<file path="src/rtl/fetch_sequencer.sv">
// -----------------------------------------------------------------------------
// fetch_sequencer
//
// Purpose:
//   Owns the fetch PC and sequences instruction fetch for the core. It issues
//   one request at a time to instruction memory over a valid/ready request
//   channel, accepts the in-order response, and presents {pc, instr} to decode
//   through a single-entry output buffer. Taken branches and jumps from execute
//   redirect the PC. If a response is still in flight when a redirect arrives,
//   that response is squashed.
//
// Ports:
//   clk             clock
//   reset           asynchronous, active-high reset
//   imem_req_valid  fetch request valid
//   imem_req_addr   fetch address (always the current pc, word aligned)
//   imem_req_ready  memory accepts the request this cycle
//   imem_rsp_valid  response for the oldest outstanding request
//   imem_rsp_data   fetched instruction
//   redirect_valid  taken branch/jump from execute
//   redirect_pc     redirect target (bits [1:0] forced to zero)
//   halt            suppress new requests
//   out_valid       decode buffer holds an instruction
//   out_pc          PC of the buffered instruction
//   out_instr       buffered instruction
//   out_ready       decode consumes the buffer this cycle
//   redirect_count  saturating count of accepted redirects
// -----------------------------------------------------------------------------
module fetch_sequencer #(
    parameter int unsigned          PC_WIDTH = 32,
    parameter int unsigned          INSTR_W  = 32,
    parameter logic [PC_WIDTH-1:0]  RESET_PC = '0,
    parameter int unsigned          CNT_W    = 16
) (
    input  logic                clk,
    input  logic                reset,

    output logic                imem_req_valid,
    output logic [PC_WIDTH-1:0] imem_req_addr,
    input  logic                imem_req_ready,
    input  logic                imem_rsp_valid,
    input  logic [INSTR_W-1:0]  imem_rsp_data,

    input  logic                redirect_valid,
    input  logic [PC_WIDTH-1:0] redirect_pc,
    input  logic                halt,

    output logic                out_valid,
    output logic [PC_WIDTH-1:0] out_pc,
    output logic [INSTR_W-1:0]  out_instr,
    input  logic                out_ready,

    output logic [CNT_W-1:0]    redirect_count
);

    // BOOT  : single idle cycle after reset release
    // REQ   : offering (or ready to offer) a request at pc
    // WAIT  : one request outstanding, its response will be kept
    // FLUSH : one request outstanding, its response will be discarded
    typedef enum logic [1:0] {
        ST_BOOT  = 2'd0,
        ST_REQ   = 2'd1,
        ST_WAIT  = 2'd2,
        ST_FLUSH = 2'd3
    } state_t;

    state_t                state_q,       state_d;
    logic [PC_WIDTH-1:0]   pc_q,          pc_d;
    logic [PC_WIDTH-1:0]   inflight_pc_q, inflight_pc_d;
    logic                  req_held_q,    req_held_d;
    logic                  out_valid_q,   out_valid_d;
    logic [PC_WIDTH-1:0]   out_pc_q,      out_pc_d;
    logic [INSTR_W-1:0]    out_instr_q,   out_instr_d;
    logic [CNT_W-1:0]      redirect_count_q, redirect_count_d;

    logic                  req_valid;
    logic                  req_fire;
    logic                  rsp_keep;
    logic [PC_WIDTH-1:0]   redirect_target;

    // Redirect targets are always word aligned; the low two bits are dropped.
    assign redirect_target = {redirect_pc[PC_WIDTH-1:2], 2'b00};

    // Request generation. A request is only started when the decode buffer is
    // empty, which guarantees a slot exists for the response. Once started,
    // req_held keeps it asserted with a stable address until accepted, so halt
    // or buffer changes cannot withdraw it. A redirect is the only thing that
    // withdraws a pending request.
    always_comb begin
        req_valid = 1'b0;
        if (state_q == ST_REQ) begin
            req_valid = (req_held_q | (~out_valid_q & ~halt)) & ~redirect_valid;
        end
    end

    assign req_fire = req_valid & imem_req_ready;

    // A response is captured only in WAIT, and only when no redirect arrives in
    // the same cycle. A same-cycle redirect makes that instruction stale.
    assign rsp_keep = (state_q == ST_WAIT) & imem_rsp_valid & ~redirect_valid;

    // Next-state and datapath. The normal FSM flow is computed first. The
    // redirect block at the end then overrides it, because a redirect takes
    // priority over everything else in every state.
    always_comb begin
        state_d          = state_q;
        pc_d             = pc_q;
        inflight_pc_d    = inflight_pc_q;
        req_held_d       = req_held_q;
        out_valid_d      = out_valid_q;
        out_pc_d         = out_pc_q;
        out_instr_d      = out_instr_q;
        redirect_count_d = redirect_count_q;

        // A consume empties the buffer. A fill later in this block sets
        // out_valid again, so a same-cycle consume and fill leaves the buffer
        // valid with the new contents.
        if (out_valid_q && out_ready) begin
            out_valid_d = 1'b0;
        end

        case (state_q)
            ST_BOOT: begin
                state_d = ST_REQ;
            end

            ST_REQ: begin
                if (req_fire) begin
                    inflight_pc_d = pc_q;
                    req_held_d    = 1'b0;
                    state_d       = ST_WAIT;
                end else if (req_valid) begin
                    req_held_d    = 1'b1;
                end
            end

            ST_WAIT: begin
                if (rsp_keep) begin
                    out_valid_d = 1'b1;
                    out_pc_d    = inflight_pc_q;
                    out_instr_d = imem_rsp_data;
                    pc_d        = inflight_pc_q + PC_WIDTH'(4);
                    state_d     = ST_REQ;
                end
            end

            ST_FLUSH: begin
                if (imem_rsp_valid) begin
                    state_d = ST_REQ;
                end
            end

            default: begin
                state_d = ST_BOOT;
            end
        endcase

        // Redirect override. The buffered instruction belongs to the wrong
        // path, so the buffer is emptied. Its contents are left untouched
        // because out_valid=0 already hides them. If a request is still
        // outstanding and its response has not arrived yet, FLUSH swallows
        // that response later.
        if (redirect_valid) begin
            pc_d        = redirect_target;
            out_valid_d = 1'b0;
            req_held_d  = 1'b0;
            if (redirect_count_q != {CNT_W{1'b1}}) begin
                redirect_count_d = redirect_count_q + CNT_W'(1);
            end
            case (state_q)
                ST_WAIT, ST_FLUSH: state_d = imem_rsp_valid ? ST_REQ : ST_FLUSH;
                default:           state_d = ST_REQ;
            endcase
        end
    end

    // State register with asynchronous active-high reset.
    always_ff @(posedge clk or posedge reset) begin
        if (reset) begin
            state_q          <= ST_BOOT;
            pc_q             <= RESET_PC;
            inflight_pc_q    <= '0;
            req_held_q       <= 1'b0;
            out_valid_q      <= 1'b0;
            out_pc_q         <= '0;
            out_instr_q      <= '0;
            redirect_count_q <= '0;
        end else begin
            state_q          <= state_d;
            pc_q             <= pc_d;
            inflight_pc_q    <= inflight_pc_d;
            req_held_q       <= req_held_d;
            out_valid_q      <= out_valid_d;
            out_pc_q         <= out_pc_d;
            out_instr_q      <= out_instr_d;
            redirect_count_q <= redirect_count_d;
        end
    end

    assign imem_req_valid = req_valid;
    assign imem_req_addr  = pc_q;
    assign out_valid      = out_valid_q;
    assign out_pc         = out_pc_q;
    assign out_instr      = out_instr_q;
    assign redirect_count = redirect_count_q;

endmodule
</file>
<file path="config.mk">
export PLATFORM = sky130hd
export DESIGN_NAME = fetch_sequencer
export DESIGN_NICKNAME = d
export VERILOG_FILES = /design/src/rtl/fetch_sequencer.sv
export SDC_FILE = /design/constraint.sdc
export NUM_CORES = 1
export LEC_CHECK = 0
export CORE_MARGIN = 2
export CORE_UTILIZATION = 45
export DETAILED_ROUTE_END_ITERATION = 6
export PLACE_DENSITY = 0.76
export SKIP_CTS_REPAIR_TIMING = 1
export SYNTH_ARGS = -nofsm -noshare
export SYNTH_HDL_FRONTEND = slang
export SYNTH_SLANG_ARGS = --single-unit
</file>
<file path="constraint.sdc">
create_clock -name clk -period 6.35 [get_ports clk]
set_clock_uncertainty 0.1 [all_clocks]
set_input_delay 1.905 -clock clk [delete_from_list [all_inputs] [get_ports clk]]
set_output_delay 1.905 -clock clk [all_outputs]
set_load 0.02 [all_outputs]
</file>
==> results of run 1 <==
Yosys cell counts, drive strengths merged:
library cell	n	share of area (%)
nor3	6	0.63
mux2i	2	0.31
nor4b	1	0.36
and3	6	0.57
or3	2	0.19
inv	7	0.40
o21ai	10	0.77
mux2	32	5.5
or2	1	0.096
ha	2	0.38
o31a	1	0.13
and2	4	0.38
nor2	28	1.6
nand2b	2	0.19
o31ai	4	0.46
nand3b	2	0.23
clkbuf	16	0.92
buf	19	1.5
o221ai	18	2.4
nand4b	2	0.27
a21o	1	0.11
dfrtp	148	57
nand3	16	1.2
a211o	1	0.13
a221o	1	0.15
xnor2	11	1.5
nand2	257	15
xor2	28	3.7
nand4	16	1.9
and4	5	0.67
o21a	1	0.11
a21oi	12	0.92
nor3b	3	0.34
nor4	2	0.42
a311oi	1	0.13
power groups by stage:
stage | Clock [W] | Combinational, W | Sequential (W)
global route | 0.00108 | 0.000598 | 0.00126
global placement | 0 | 0.000543 | 0.00124
finish | 0.00102 | 0.000553 | 0.00124
floorplan | 0 | 0.000229 | 0.00130
detailed placement | 0 | 0.000555 | 0.00125
CTS | 0.00104 | 0.000560 | 0.00124
worst max path at each step:
| stage | start | end | slack, ns | depth (start not counted) |
|---|---|---|---|---|
| CTS | halt | imem_req_valid | 0.85 | 5 |
| global placement | halt | imem_req_valid | 0.86 | 5 |
| global route | halt | imem_req_valid | 0.76 | 5 |
| floorplan | reset | imem_req_addr[0] | 0.37 | 1 |
| detailed placement | halt | imem_req_valid | 0.87 | 5 |
| finish | halt | imem_req_valid | 0.89 | 5 |
cell families (layout without fill, tap and decap cells):
kind of cell | after synthesis | after routing | synth area share, %
and+or+nand+nor | 353 | 353 | 23.84
xor gates and xnor gates | 39 | 39 | 5.223
buffers and inverters | 42 | 226 | 2.774
AOI/OAI and AO/OA | 50 | 50 | 5.338
DFF | 148 | 148 | 56.63
adders and majority gates | 2 | 2 | 0.3826
muxes | 34 | 34 | 5.816
per-stage QoR:
step / cells / utilization, %
2_1_floorplan: 668 / -
3_3_place_gp: 1006 / 59.20
3_5_place_dp: 1006 / 59.20
4_1_cts: 1036 / 63.38
5_1_grt: 1036 / 63.38
6_report: 1036 / 63.38
worst min-delay path: cells and delay by family, from the launching register on:
family           cells  cell delay (ns)
AND/OR/NAND/NOR      2             0.11
flip-flops           1             0.33
metal layers:
layer / up-vias / part of all wire, % / global-route usage (%)
met4: 0 / 1.4 / 7.667
met3: 20 / 6.5 / 5.541
met2: 186 / 49 / 37.00
met1: 2620 / 44 / 28.08
met5: - / 0 / 0
li1: 2560 / - / -
state kept, by name, summed over array words and instances (netlist names):
signal          count
imem_req_addr      32
inflight_pc_q      32
redirect_count     16
out_instr          32
out_valid           1
out_pc             32
req_held_q          1
state_q             2
layout make-up:
type                       instances  area [um^2]  area share (%)
timing repair buffer             189         1882           20.66
multi-input combinational        478         2660           29.21
sequential                       148         3704           40.67
clock buffer                      21        470.5           5.166
clock inverter                     9        128.9           1.415
inverter                           7        31.28          0.3435
tap                              184        230.2           2.528
==> results.md, run 1 <==
- Final hold violation count: 0
- Gr usage total: 22.12%
- Hold WS: 0.3703 ns
- Crit path kind: primary input to output port
- Layout cells sized above 1: 9.038%
- Final setup viols: 0
- Chip Height: 124.6 um
- CP peak stage delay: 0.67 ns
- Worst r2r dst: imem_req_addr[31]
- P_int: 0.002012 W
- Vias per inst: 5.199
- Reg2Reg Setup Slack: 3.48 ns
- Clk sinks: 148
- DP Wirelength: 11180 um
- HP Start: out_instr[3]
- Worst-path clk slew: 0.05 ns
- Minimum clock period: 5.462 ns
- Mapped Nets: 741
- Final WS setup: 0.8882 ns
- I/O Pins: 185
- Switching share of power: 28.30%
- Core footprint: 0.01437 mm^2
- Site Rows: 44
- Slew HR: 31.87%
- Final Cell Area: 0.009106 mm^2
- Total wire length: 16630 um
- Via count: 5386
- Worst Setup End Kind: output port
- GPL Wtd Cong: 0.8154
- Tot Pwr: 0.002806 W
- # DRC: 0
- Run status: completed
- Slowest cell on the critical path: clkdlybuf4s50_1
- Critical path buffer and inverter count: 2
- Clock root buffer: clkbuf_16
- Gate power share: 19.7%
- Pwr Density: 308.1 mW/mm^2
- Most frequent cells in the layout: 257 x nand2_1, 181 x clkdlybuf4s50_1, 148 x dfrtp_1
- Slew @ Worst Pin: 1.019 ns
- PortBufs: 182
- Initial Utilization: 45.52%
- Die W: 124.6 um
- Drt pass-1 iters: 4
- GR Overflow Total: 0
- CP top delay family: buffers and inverters
- Worst-skew pair later-pin latency: 0.41 ns
- Yosys Warn Count: 0
- Crit path launch type: primary input
- Crit-path cells: clkdlybuf4s50_1 > nor2_1 > nor2_1 > nor4b_4 > clkdlybuf4s50_1
- Min-Delay Path Depth: 2
- Final max-slew violation count: 0
- Final ANT Viol Nets: 0
- Post-synthesis cell type count: 42
- Unrepaired setup endpoints after global routing: false
- Nets: 914
- Die area: 0.01551 mm^2
- Clock tree buffer depth: 2
- P_leak: 4.226 nW
- Initial antenna violation count: 0
- WP data arrival: 3.46 ns
- End of the worst hold path: out_instr[3]
- Achievable frequency: 183.1 MHz
- Mapped Area: 0.006540 mm^2
- First-pass GRT wire length: 27870 um
- Net Sw Power: 0.0007939 W
- Reg-to-reg critical path startpoint: state_q[1]
- Synth Register Bits: 148
- Placed cell areas: 0.008507 mm^2
- Fin crit share: 86.01%
- Clock network fraction of design power: 36.2%
- Fill cells: 1154
- Most common cell after layout, fill and taps aside: nand2_1
- ANT cells: 0
- Seq/Total Area, Yosys: 56.63%
- CP Max Fanout: 3
- Worst R2R Path Depth: 4
- CTS Buf Count: 17
- CTS tree: done
- Iter 0 DRT Violations: 266
- Max Cap Viol: 0
- Syn Inst Count: 668
- Largest net degree at the start of global routing: 88
- HP Class: flip-flop to flip-flop
- Vias in the first global route: 5555
- DP Worst Slack: 0.8680 ns
- Routed len/inst: 16.06 um
- Layout area overhead: 39.24%
- H-tree depth: 4
- CP required: 4.35 ns
- Final TNS setup: 0 ns
- Avg Inst Size Synth: 9.790 um^2
- Seq pwr share: 44.1%
- Max VDD drop: 0.0001718 V
No activity file was read; power rests on OpenSTA's default activity.
==> run 2: changes to the inputs <==
Settings changed: CORE_UTILIZATION 45 to 30, PLACE_DENSITY 0.76 to not set.
==> run 2 against run 1 <==
  * Cell count grew 9.3%
  * Largest power group unchanged
  * Register-to-register slack gained 0.09 ns
  * Flip-flop and latch count is the same
  * Highest routed layer is now met5
==> results.md, run 2 (synthesis gave the netlist of run 1 again) <==
- Run status: completed
- CTS tree: done
- Final TNS setup: 0 ns (unchanged)
- WL met2: 8055 um (-0.30%)
- CTS Buf Count: 17 (unchanged)
- Levels on crit path: 5 (unchanged)
- HP Start: out_pc[15]
- P_int: 0.001898 W (-5.6%)
- Worst-skew pair later-pin latency: 0.42 ns (about the same)
- Fin crit share: 87.66% (+1.6 points)
- Via count: 5274 (-2.1%)
- Top sig layer: met5
- Routed len/inst: 15.89 um (-1.0%)
- Worst setup startpoint: halt
- First-pass GRT wire length: 28370 um (+1.8%)
- Iter 0 DRT Violations: 252 (-5.3%)
- Most common cell after layout, fill and taps aside: nand2_1
- Achievable frequency: 179.6 MHz (-1.9%)
- Critical path buffer and inverter count: 2 (unchanged)
- Layout area overhead: 40.16%
- HP Class: flip-flop to flip-flop
- CP Max Fanout: 3 (unchanged)
- Site Rows: 54 (+23%)
- Nets: 912 (-0.22%)
- Max Cap Viol: 0 (unchanged)
- Worst Setup End Kind: output port
- Reg-to-reg critical path startpoint: state_q[1]
- Max VDD drop: 0.0001605 V (-6.6%)
- Seq pwr share: 45.2% (+1.1 points)
- Final setup viols: 0 (unchanged)
- Worst R2R Path Depth: 4 (unchanged)
- Pwr Density: 297.4 mW/mm^2 (-3.5%)
- Worst-path clk slew: 0.06 ns (about the same)
- Crit-path cells: clkdlybuf4s50_1 > nor2_1 > nor2_1 > nor4b_4 > clkdlybuf4s50_1
- Metal3 WL: 1516 um (+41%)
- Drt pass-1 iters: 4 (unchanged)
- Die area: 0.02300 mm^2 (+48%)
- Slew HR: 31.43% (-0.44 points)
- Initial antenna violation count: 2 (+2)
- Slowest cell on the critical path: clkdlybuf4s50_1
- WP data arrival: 3.56 ns (+0.10 ns)
- Vias in the first global route: 5285 (-4.9%)
- Reg2Reg Setup Slack: 3.57 ns (+0.09 ns)
- Worst r2r dst: imem_req_addr[31]
- PortBufs: 182 (unchanged)
- CP top delay family: buffers and inverters
- Clk sinks: 148 (unchanged)
- Unrepaired setup endpoints after global routing: false
- H-tree depth: 4 (unchanged)
- Gr usage total: 16.06% (-6.1 points)
- # DRC: 0 (unchanged)
- DP Wirelength: 11640 um (+4.1%)
- Largest net degree at the start of global routing: 108 (+23%)
- Vias per inst: 4.659 (-10%)
- Clock tree buffer depth: 2 (unchanged)
- Crit path launch type: primary input
- Crit path kind: primary input to output port
- Initial Utilization: 30.25% (-15 points)
- GR Overflow Total: 0 (unchanged)
- Final ANT Viol Nets: 0 (unchanged)
- Slew @ Worst Pin: 1.029 ns (+0.009749 ns)
- Post-layout util: 42.40% (-21 points)
- Final hold violation count: 0 (unchanged)
- CP required: 4.35 ns (about the same)
- Chip Height: 151.7 um (+22%)
- CP peak stage delay: 0.69 ns (+0.02 ns)
- Clock network fraction of design power: 34.5% (-1.7 points)
- Switching share of power: 30.37% (+2.1 points)
- Met1 Wirelength: 8197 um (+13%)
- Fill cells: 2144 (+86%)
- Layout cells sized above 1: 9.155% (+0.12 points)
- Final max-slew violation count: 0 (unchanged)
- Core footprint: 0.02162 mm^2 (+50%)
- P_leak: 4.182 nW (-1.0%)
- Minimum clock period: 5.566 ns (+0.1047 ns)
- Die W: 151.7 um (+22%)
- GPL Wtd Cong: 0.7276 (-11%)
- I/O Pins: 185 (unchanged)
- Net Sw Power: 0.0008279 W (+4.3%)
- Critical path destination: imem_req_valid
- Total wire length: 17990 um (+8.1%)
- Gate power share: 20.2% (+0.5 points)
- Clock root buffer: clkbuf_16
- Most frequent cells in the layout: 256 x nand2_1, 181 x clkdlybuf4s50_1, 148 x dfrtp_1
- ANT cells: 0 (unchanged)
## run 2: power by group through the flow
stage	clock network, W	logic [W]	registers (W)
after detailed placement	0	0.000556	0.00125
after CTS	0.000967	0.000561	0.00123
after global routing	0.00101	0.000605	0.00126
after global placement	0	0.000553	0.00125
after floorplan	0	0.000229	0.00130
final	0.000942	0.000552	0.00123
## run 2: per-stage QoR
stage	power [W]	cell area (um^2)	worst slack (ns)	std cells	hold slack (ns)
floorplan	0.001530	6540	0.3653	668	0.3551
global placement	0.001801	8617	0.7687	1100	0.3578
detailed placement	0.001807	8617	0.7584	1100	0.3615
CTS	0.002762	9166	0.7220	1132	0.3782
global route	0.002873	9166	0.7003	1132	0.3860
finish	0.002726	9166	0.7835	1132	0.3709
## run 2: metal layers
layer,vias to the layer above,GRT usage (%)
met3,17,5.539
met2,163,25.23
li1,2580,-
met5,-,0
met1,2512,21.07
met4,2,4.537
## run 2: area by class of cell
class,instances,area (um^2),area share [%]
sequential,148,3704,40.40
multi-input combinational,478,2665,29.07
timing repair buffer,187,1867,20.37
clock buffer,21,470.5,5.132
tap,280,350.3,3.822
clock inverter,11,78.83,0.8600
inverter,7,31.28,0.3413
## run 2: worst reg2reg max path, stage by stage, from the launching register on
cell and delay, ns:
dfrtp_1 0.47, nand3b_1 0.72, or2_4 0.86, or3_1 0.48, nand3_1 0.08
## run 2: worst min-delay path by stage
stage | cells after the start | slack [ns] | end
2_1_floorplan | 2 | 0.36 | out_pc[0]
3_3_place_gp | 2 | 0.36 | out_instr[10]
3_5_place_dp | 2 | 0.36 | out_pc[16]
4_1_cts | 2 | 0.38 | out_pc[16]
5_1_grt | 2 | 0.39 | out_instr[1]
6_report | 2 | 0.37 | out_pc[15]
==> run 3: changes to the inputs <==
Settings changed: CTS_BUF_LIST set to sky130_fd_sc_hd__clkbuf_16, SLEW_MARGIN set to 20.
==> run 3 against run 2 <==
  * Combinational power about the same
  * Total power decreased by 1.5%
  * Cell count unchanged
  * Flip-flop and latch count unchanged
  * Non-clock buffer count unchanged
  * Largest cell class unchanged
  * Fmax about the same
  * Global-route usage about the same
==> results.md, run 3 (synthesis gave the netlist of run 1 again) <==
- Core footprint: 0.02162 mm^2 (unchanged)
- PortBufs: 182 (unchanged)
- Seq pwr share: 45.9% (+0.7 points)
- CP Max Fanout: 3 (unchanged)
- Die W: 151.7 um (unchanged)
- P_int: 0.001861 W (-2.0%)
- P_leak: 4.171 nW (-0.27%)
- Reg2Reg Setup Slack: 3.57 ns (about the same)
- Final WS setup: 0.7811 ns (-0.002393 ns)
- Layout Cells excl Fill: 1132 (unchanged)
- Switching share of power: 30.69% (+0.32 points)
- CP required: 4.35 ns (about the same)
- Iter 0 DRT Violations: 252 (unchanged)
- Layout cells sized above 1: 8.803% (-0.35 points)
- Max VDD drop: 0.0001593 V (-0.75%)
- Slew @ Worst Pin: 1.032 ns (+0.003226 ns)
- Most frequent cells in the layout: 256 x nand2_1, 181 x clkdlybuf4s50_1, 148 x dfrtp_1
- Clk sinks: 148 (unchanged)
- Nets: 912 (unchanged)
- Via count: 5267 (-0.13%)
- I/O Pins: 185 (unchanged)
- Worst r2r dst: imem_req_addr[31]
- Min-Delay Path Depth: 2 (unchanged)
- Max Cap Viol: 0 (unchanged)
- Clock network fraction of design power: 33.5% (-1.0 points)
- Worst Setup End Kind: output port
- H-tree depth: 4 (unchanged)
- Fill cells: 2149 (+0.23%)
- Clock root buffer: clkbuf_16
- GR Overflow Total: 0 (unchanged)
- Worst R2R Path Depth: 4 (unchanged)
- Reg-to-reg critical path startpoint: state_q[1]
- Final ANT Viol Nets: 0 (unchanged)
- Vias per inst: 4.653 (-0.13%)
- Fin crit share: 87.70% (about the same)
- Final hold violation count: 0 (unchanged)
- Initial antenna violation count: 2 (unchanged)
- Total wire length: 17920 um (-0.37%)
- Unrepaired setup endpoints after global routing: false
- Crit path launch type: primary input
- Final max-slew violation count: 0 (unchanged)
- Layout area overhead: 39.74%
- Largest net degree at the start of global routing: 108 (unchanged)
- First-pass GRT wire length: 28330 um (-0.12%)
- Worst-path clk slew: 0.06 ns (about the same)
- End of the worst hold path: out_pc[15]
- Drt pass-1 iters: 6 (+2)
- Area of the multi-input gates: 0.002665 mm^2 (unchanged)
- Minimum clock period: 5.569 ns (+0.002393 ns)
- Pwr Density: 293.7 mW/mm^2 (-1.2%)
- Net Sw Power: 0.0008237 W (-0.51%)
- HP Start: out_pc[15]
- CTS tree: done
- Vias in the first global route: 5274 (-0.21%)
- Slowest cell on the critical path: clkdlybuf4s50_1
- Routed len/inst: 15.83 um (-0.37%)
- Crit-path cells: clkdlybuf4s50_1 > nor2_1 > nor2_1 > nor4b_4 > clkdlybuf4s50_1
- Clock tree buffer depth: 2 (unchanged)
- CTS Buf Count: 17 (unchanged)
- Run status: completed
- Achievable frequency: 179.6 MHz (about the same)
- Chip Height: 151.7 um (unchanged)
- Gr usage total: 16.03% (-0.027 points)
- Most common cell after layout, fill and taps aside: nand2_1
- CP peak stage delay: 0.70 ns (about the same)
- Die area: 0.02300 mm^2 (unchanged)
- DP Worst Slack: 0.7584 ns (unchanged)
- # DRC: 0 (unchanged)
- Initial Utilization: 30.25% (unchanged)
- ANT cells: 0 (unchanged)
- DP Wirelength: 11640 um (unchanged)
- Final setup viols: 0 (unchanged)
- Worst-skew pair later-pin latency: 0.42 ns (about the same)
- Slew HR: 31.21% (-0.22 points)
- Gate power share: 20.5% (+0.3 points)
- FF+latch area: 0.003704 mm^2 (unchanged)
- Site Rows: 54 (unchanged)
- GPL Wtd Cong: 0.7276 (unchanged)
- HP Class: flip-flop to flip-flop
- Final TNS setup: 0 ns (unchanged)
- Crit path kind: primary input to output port
- WP data arrival: 3.56 ns (about the same)
- Placed cell count: 1100 (unchanged)
==> run 3: cell types whose count changed in the layout (fill, tap and decap cells not counted) <==
cell / before / now
clkinv_1: 0 / 3
inv_6: 2 / 1
clkbuf_1: 1 / 0
inv_1: 6 / 7
clkbuf_8: 3 / 0
inv_8: 0 / 1
==> run 3: layer usage <==
| metal | wire, um | share of wire, % | GRT usage [%] |
|---|---|---|---|
| met1 | 8244 | 46 | 21.12 |
| met2 | 8039 | 45 | 25.14 |
| met3 | 1433 | 8.0 | 5.539 |
| met4 | 188 | 1.0 | 4.398 |
| met5 | 16 | 0.089 | 0 |
==> run 3: cell type report <==
type / count / area share [%]
well taps: 280 / 3.834
inverters: 7 / 0.3697
clock buffers: 17 / 4.655
clock inverters: 15 / 1.027
repair buffers: 187 / 20.43
multi-input cells: 478 / 29.16
flip-flops and latches: 148 / 40.53
==> run 3: power by group through the flow <==
| stage | Clock, W | Combinational (W) | Sequential (W) |
|---|---|---|---|
| final | 0.000900 | 0.000551 | 0.00123 |
| after CTS | 0.000926 | 0.000561 | 0.00123 |
| after floorplan | 0 | 0.000229 | 0.00130 |
| after global routing | 0.000966 | 0.000606 | 0.00126 |
| after detailed placement | 0 | 0.000556 | 0.00125 |
| after global placement | 0 | 0.000553 | 0.00125 |
==> run 3: how the worst max path moves through the flow <==
stage          start               end  slack (ns)  cells past startpoint
6_report        halt    imem_req_valid        0.78                      5
5_1_grt         halt    imem_req_valid        0.70                      5
4_1_cts         halt    imem_req_valid        0.72                      5
3_5_place_dp    halt    imem_req_valid        0.76                      5
3_3_place_gp    halt    imem_req_valid        0.77                      5
2_1_floorplan  reset  imem_req_addr[0]        0.37                      1
==> run 3: worst max-delay path, delay by kind of cell <==
kind / cells / cell delay (ns)
buf+inv: 2 / 1.10
simple gates: 3 / 0.56
==> run 3: stage by stage <==
stage	hold WS [ns]	utilization (%)	power, W	instance area (um^2)
finish	0.3692	42.27	0.002684	9139
detailed placement	0.3615	39.86	0.001807	8617
global route	0.3860	42.27	0.002832	9139
floorplan	0.3551	-	0.001530	6540
CTS	0.3779	42.26	0.002721	9136
global placement	0.3578	39.86	0.001801	8617
==> RTL change 1: new RTL, settings of run 1 <==
`INSTR_W`: 32 -> 64.
--- a/src/rtl/fetch_sequencer.sv
+++ b/src/rtl/fetch_sequencer.sv
@@ -30,3 +30,3 @@
     parameter int unsigned          PC_WIDTH = 32,
-    parameter int unsigned          INSTR_W  = 32,
+    parameter int unsigned          INSTR_W  = 64,
     parameter logic [PC_WIDTH-1:0]  RESET_PC = '0,
Interface: changed (resized imem_rsp_data and out_instr); port bits go from 185 to 249. No check against the original RTL was run, so the function may have changed too.
==> RTL change 1 against run 1 <==
  * Global-route usage increased by 0.30 points
  * Setup slack improved by 49 ps
  * Routed wire length is 19% higher
  * Worst hold slack gained 3.8 ps
  * Final area increased by 20%
  * Area after synthesis increased by 17%
  * Largest cell class unchanged
  * Sequential cell count is 32 higher
  * Power rose by 21%
==> RTL change 1: results (changes against run 1) <==
- Via count: 6359 (+18%)
- Leakage dissipation: 5.09 nW (+20%)
- Placed cell count: 1238 (+23%)
- IO buf count: 246 (+35%)
- Place WS: 938 ps (+70.4 ps)
- Psw: 1.07 mW (+34%)
- Top post-synthesis cells by area: dfrtp_1 59%, nand2_1 17%, mux2_2 4.8%
- Average wire per standard cell: 15.5 um (-3.2%)
- Synth unique cells: 35 (-17%)
- First-pass GRT wire length: 32.3 mm (+16%)
- Post-Syn Nets: 911 (+23%)
- Layout cell share with drive strength beyond 1: 7.71% (-1.3 points)
- Slew @ Worst Pin: 1010 ps (-8.53 ps)
- Finished Layout Cells: 1270 (+23%)
- Seq/Total Area, Yosys: 58.8% (+2.2 points)
- Maxcap violations: 0 (unchanged)
- Largest net degree at the start of global routing: 170 (+93%)
- Max VDD drop: 0.182 mV (+5.8%)
- Post-DP Area: 10300 um^2 (+21%)
- Clock slew at reported path FFs: 70 ps (+20 ps)
- Power per cell area: 311 nW/um^2 (+0.78%)
- Outcome: finished, final reports clean
- Critical Path AT: 3410 ps (-50 ps)
- Final HPWL DP: 13.5 mm (+20%)
- Number of global-route vias before repair: 6262 (+13%)
- Final Wtd Congestion: 0.893 (+9.5%)
- Global Route Usage Sum: 22.4% (+0.30 points)
-- RTL change 1: area by class of cell --
| type | instances | area, um^2 |
|---|---|---|
| clock buffer | 18 | 439 |
| clock inverter | 14 | 145 |
| fill | 1387 | 5730 |
| inverter | 6 | 26.3 |
| multi-input combinational | 579 | 2990 |
| sequential | 180 | 4500 |
| tap | 220 | 275 |
| timing repair buffer | 253 | 2530 |
-- RTL change 1: metal layers --
metal / GRT usage [%] / wire, um
met5: 0 / 0
met4: 6.67 / 291
met3: 8.86 / 1830
met2: 35.7 / 9220
met1: 28.5 / 8410
-- RTL change 1: worst paths after layout --
kind | from | end | slack (ps) | cells past startpoint
worst min register to register | out_pc[15]$_DFFE_PP0P_ | out_pc[15]$_DFFE_PP0P_ | 370 | 2
worst max-delay path | halt | imem_req_valid | 940 | 5
worst min-delay path | out_pc[15]$_DFFE_PP0P_ | out_pc[15]$_DFFE_PP0P_ | 370 | 2
max in group asynchronous | reset | redirect_count[1]$_DFFE_PP0P_ | 3260 | 3
worst max register to register | inflight_pc_q[2]$_DFFE_PP0P_ | imem_req_addr[28]$_DFFE_PP0P_ | 3850 | 6
min in group asynchronous | reset | out_instr[26]$_DFFE_PP0P_ | 1680 | 2
-- RTL change 1: critical path, delay by kind of cell --
family | cells | cell delay (ps)
buffers and inverters | 2 | 1060
and+or+nand+nor | 3 | 440
-- RTL change 1: kinds of logic (layout without fill, tap and decap cells) --
family | after synthesis | count (layout) | synth area share [%]
muxes | 36 | 36 | 5.24
buffers and inverters | 47 | 291 | 2.32
AOI/OAI and AO/OA | 57 | 57 | 4.85
DFF | 180 | 180 | 58.8
adders and majority gates | 2 | 2 | 0.327
xor gates and xnor gates | 34 | 34 | 3.89
and+or+nand+nor | 450 | 450 | 24.6
==> RTL change 2: new RTL, config.mk and constraints of run 1 <==
Without the edit above. Encoding of `state_t`: now Gray code (2 bits for 4 states).
--- a/src/rtl/fetch_sequencer.sv
+++ b/src/rtl/fetch_sequencer.sv
@@ -60,6 +60,6 @@
     typedef enum logic [1:0] {
-        ST_BOOT  = 2'd0,
-        ST_REQ   = 2'd1,
-        ST_WAIT  = 2'd2,
-        ST_FLUSH = 2'd3
+        ST_BOOT  = 2'b00,
+        ST_REQ   = 2'b01,
+        ST_WAIT  = 2'b11,
+        ST_FLUSH = 2'b10
     } state_t;
Behaviour: same outputs for any inputs over 4 cycles, from zero or initial values and one cycle with reset high; so few cycles prove little.
==> RTL change 2 against run 1 <==
  * Routed wire length grew 1.4%
  * Final area down 0.81%
  * Area after synthesis is 1.2% lower
  * Non-clock buffer count fell by 1
  * Core utilization is 1.4 points higher
  * Critical path depth unchanged
  * Sequential cell count unchanged
  * Global-route usage rose by 0.26 points
  * Synthesized cell count is 1.5% lower
  * Maximum frequency shrank 0.73%
  * Setup slack worse by 40 ps
  * Register-to-register slack improved by 280 ps
  * Critical endpoint unchanged
  * Largest cell class unchanged
Power is not compared: it rests on default switching activity, and its combinational part moved more than twofold at a synthesized area within 25%.
==> RTL change 2: results (changes against run 1) <==
- Layout cell share with drive strength beyond 1: 9.33% (+0.29 points)
- Global Route Usage Sum: 22.4% (+0.26 points)
- Final Net Count: 907 (-0.77%)
- Critical Path AT: 3500 ps (+40 ps)
- Worst Hold End: out_instr[10]$_DFFE_PP0P_
- Buffers excl. clock: 188 (-0.53%)
- Core Region: 13900 um^2 (-3.0%)
- FFs & Latches: 148 (unchanged)
- Filler cells: 1104 (-4.3%)
- Top post-synthesis cells by area: dfrtp_1 57%, nand2_1 14%, mux2_2 5.8%
- Reg-to-Reg End: imem_req_addr[22]$_DFFE_PP0P_
- Fraction of area in multi-input gates: 28.8% (-0.37 points)
- Count of multi-input gates: 467 (-2.3%)
- Avg Inst Size Synth: 9.82 um^2 (+0.32%)
- Initial DRC count: 392 (+47%)
- Post-Syn Nets: 731 (-1.3%)
- Area fraction of clock buffers and clock inverters: 6.50% (-0.085 points)
- Post-synthesis compound-gate area fraction: 6.23% (+0.90 points)
- Fin Hold WS: 369 ps (-1.11 ps)
- Fraction of area in registers: 41.0% (+0.33 points)
- Worst Reg-to-Reg Cells: 6 (+2)
- Critical R2R Launch: inflight_pc_q[2]$_DFFE_PP0P_
- CP max stage delay: 710 ps (+40 ps)
- Seq/Total Area, Yosys: 57.3% (+0.68 points)
- Outcome: finished, final reports clean
- Tmin final: 5500 ps (+40.3 ps)
-- RTL change 2: cell types whose count changed in the layout (fill, tap and decap cells not counted), sizes merged, moves of 4 or more --
cell | before | now
nor3 | 6 | 12
and2 | 4 | 0
nor4 | 2 | 6
nand2 | 257 | 242
xnor2 | 11 | 24
inv | 7 | 12
xor2 | 28 | 15
o221ai | 18 | 14
o21ai | 10 | 20
a22oi | 0 | 4
nand4 | 16 | 11
-- RTL change 2: layer usage --
metal / wire [um] / GRT usage (%)
met1: 7320 / 29.8
met2: 8310 / 36.2
met3: 943 / 4.72
met4: 291 / 8.38
met5: 0 / 0
-- RTL change 2: kinds of logic after synthesis --
kind of cell | after synthesis
simple gates | 331
buf+inv | 43
mux | 35
xor+xnor | 39
compound gates | 60
fa+ha+maj | 2
flops | 148
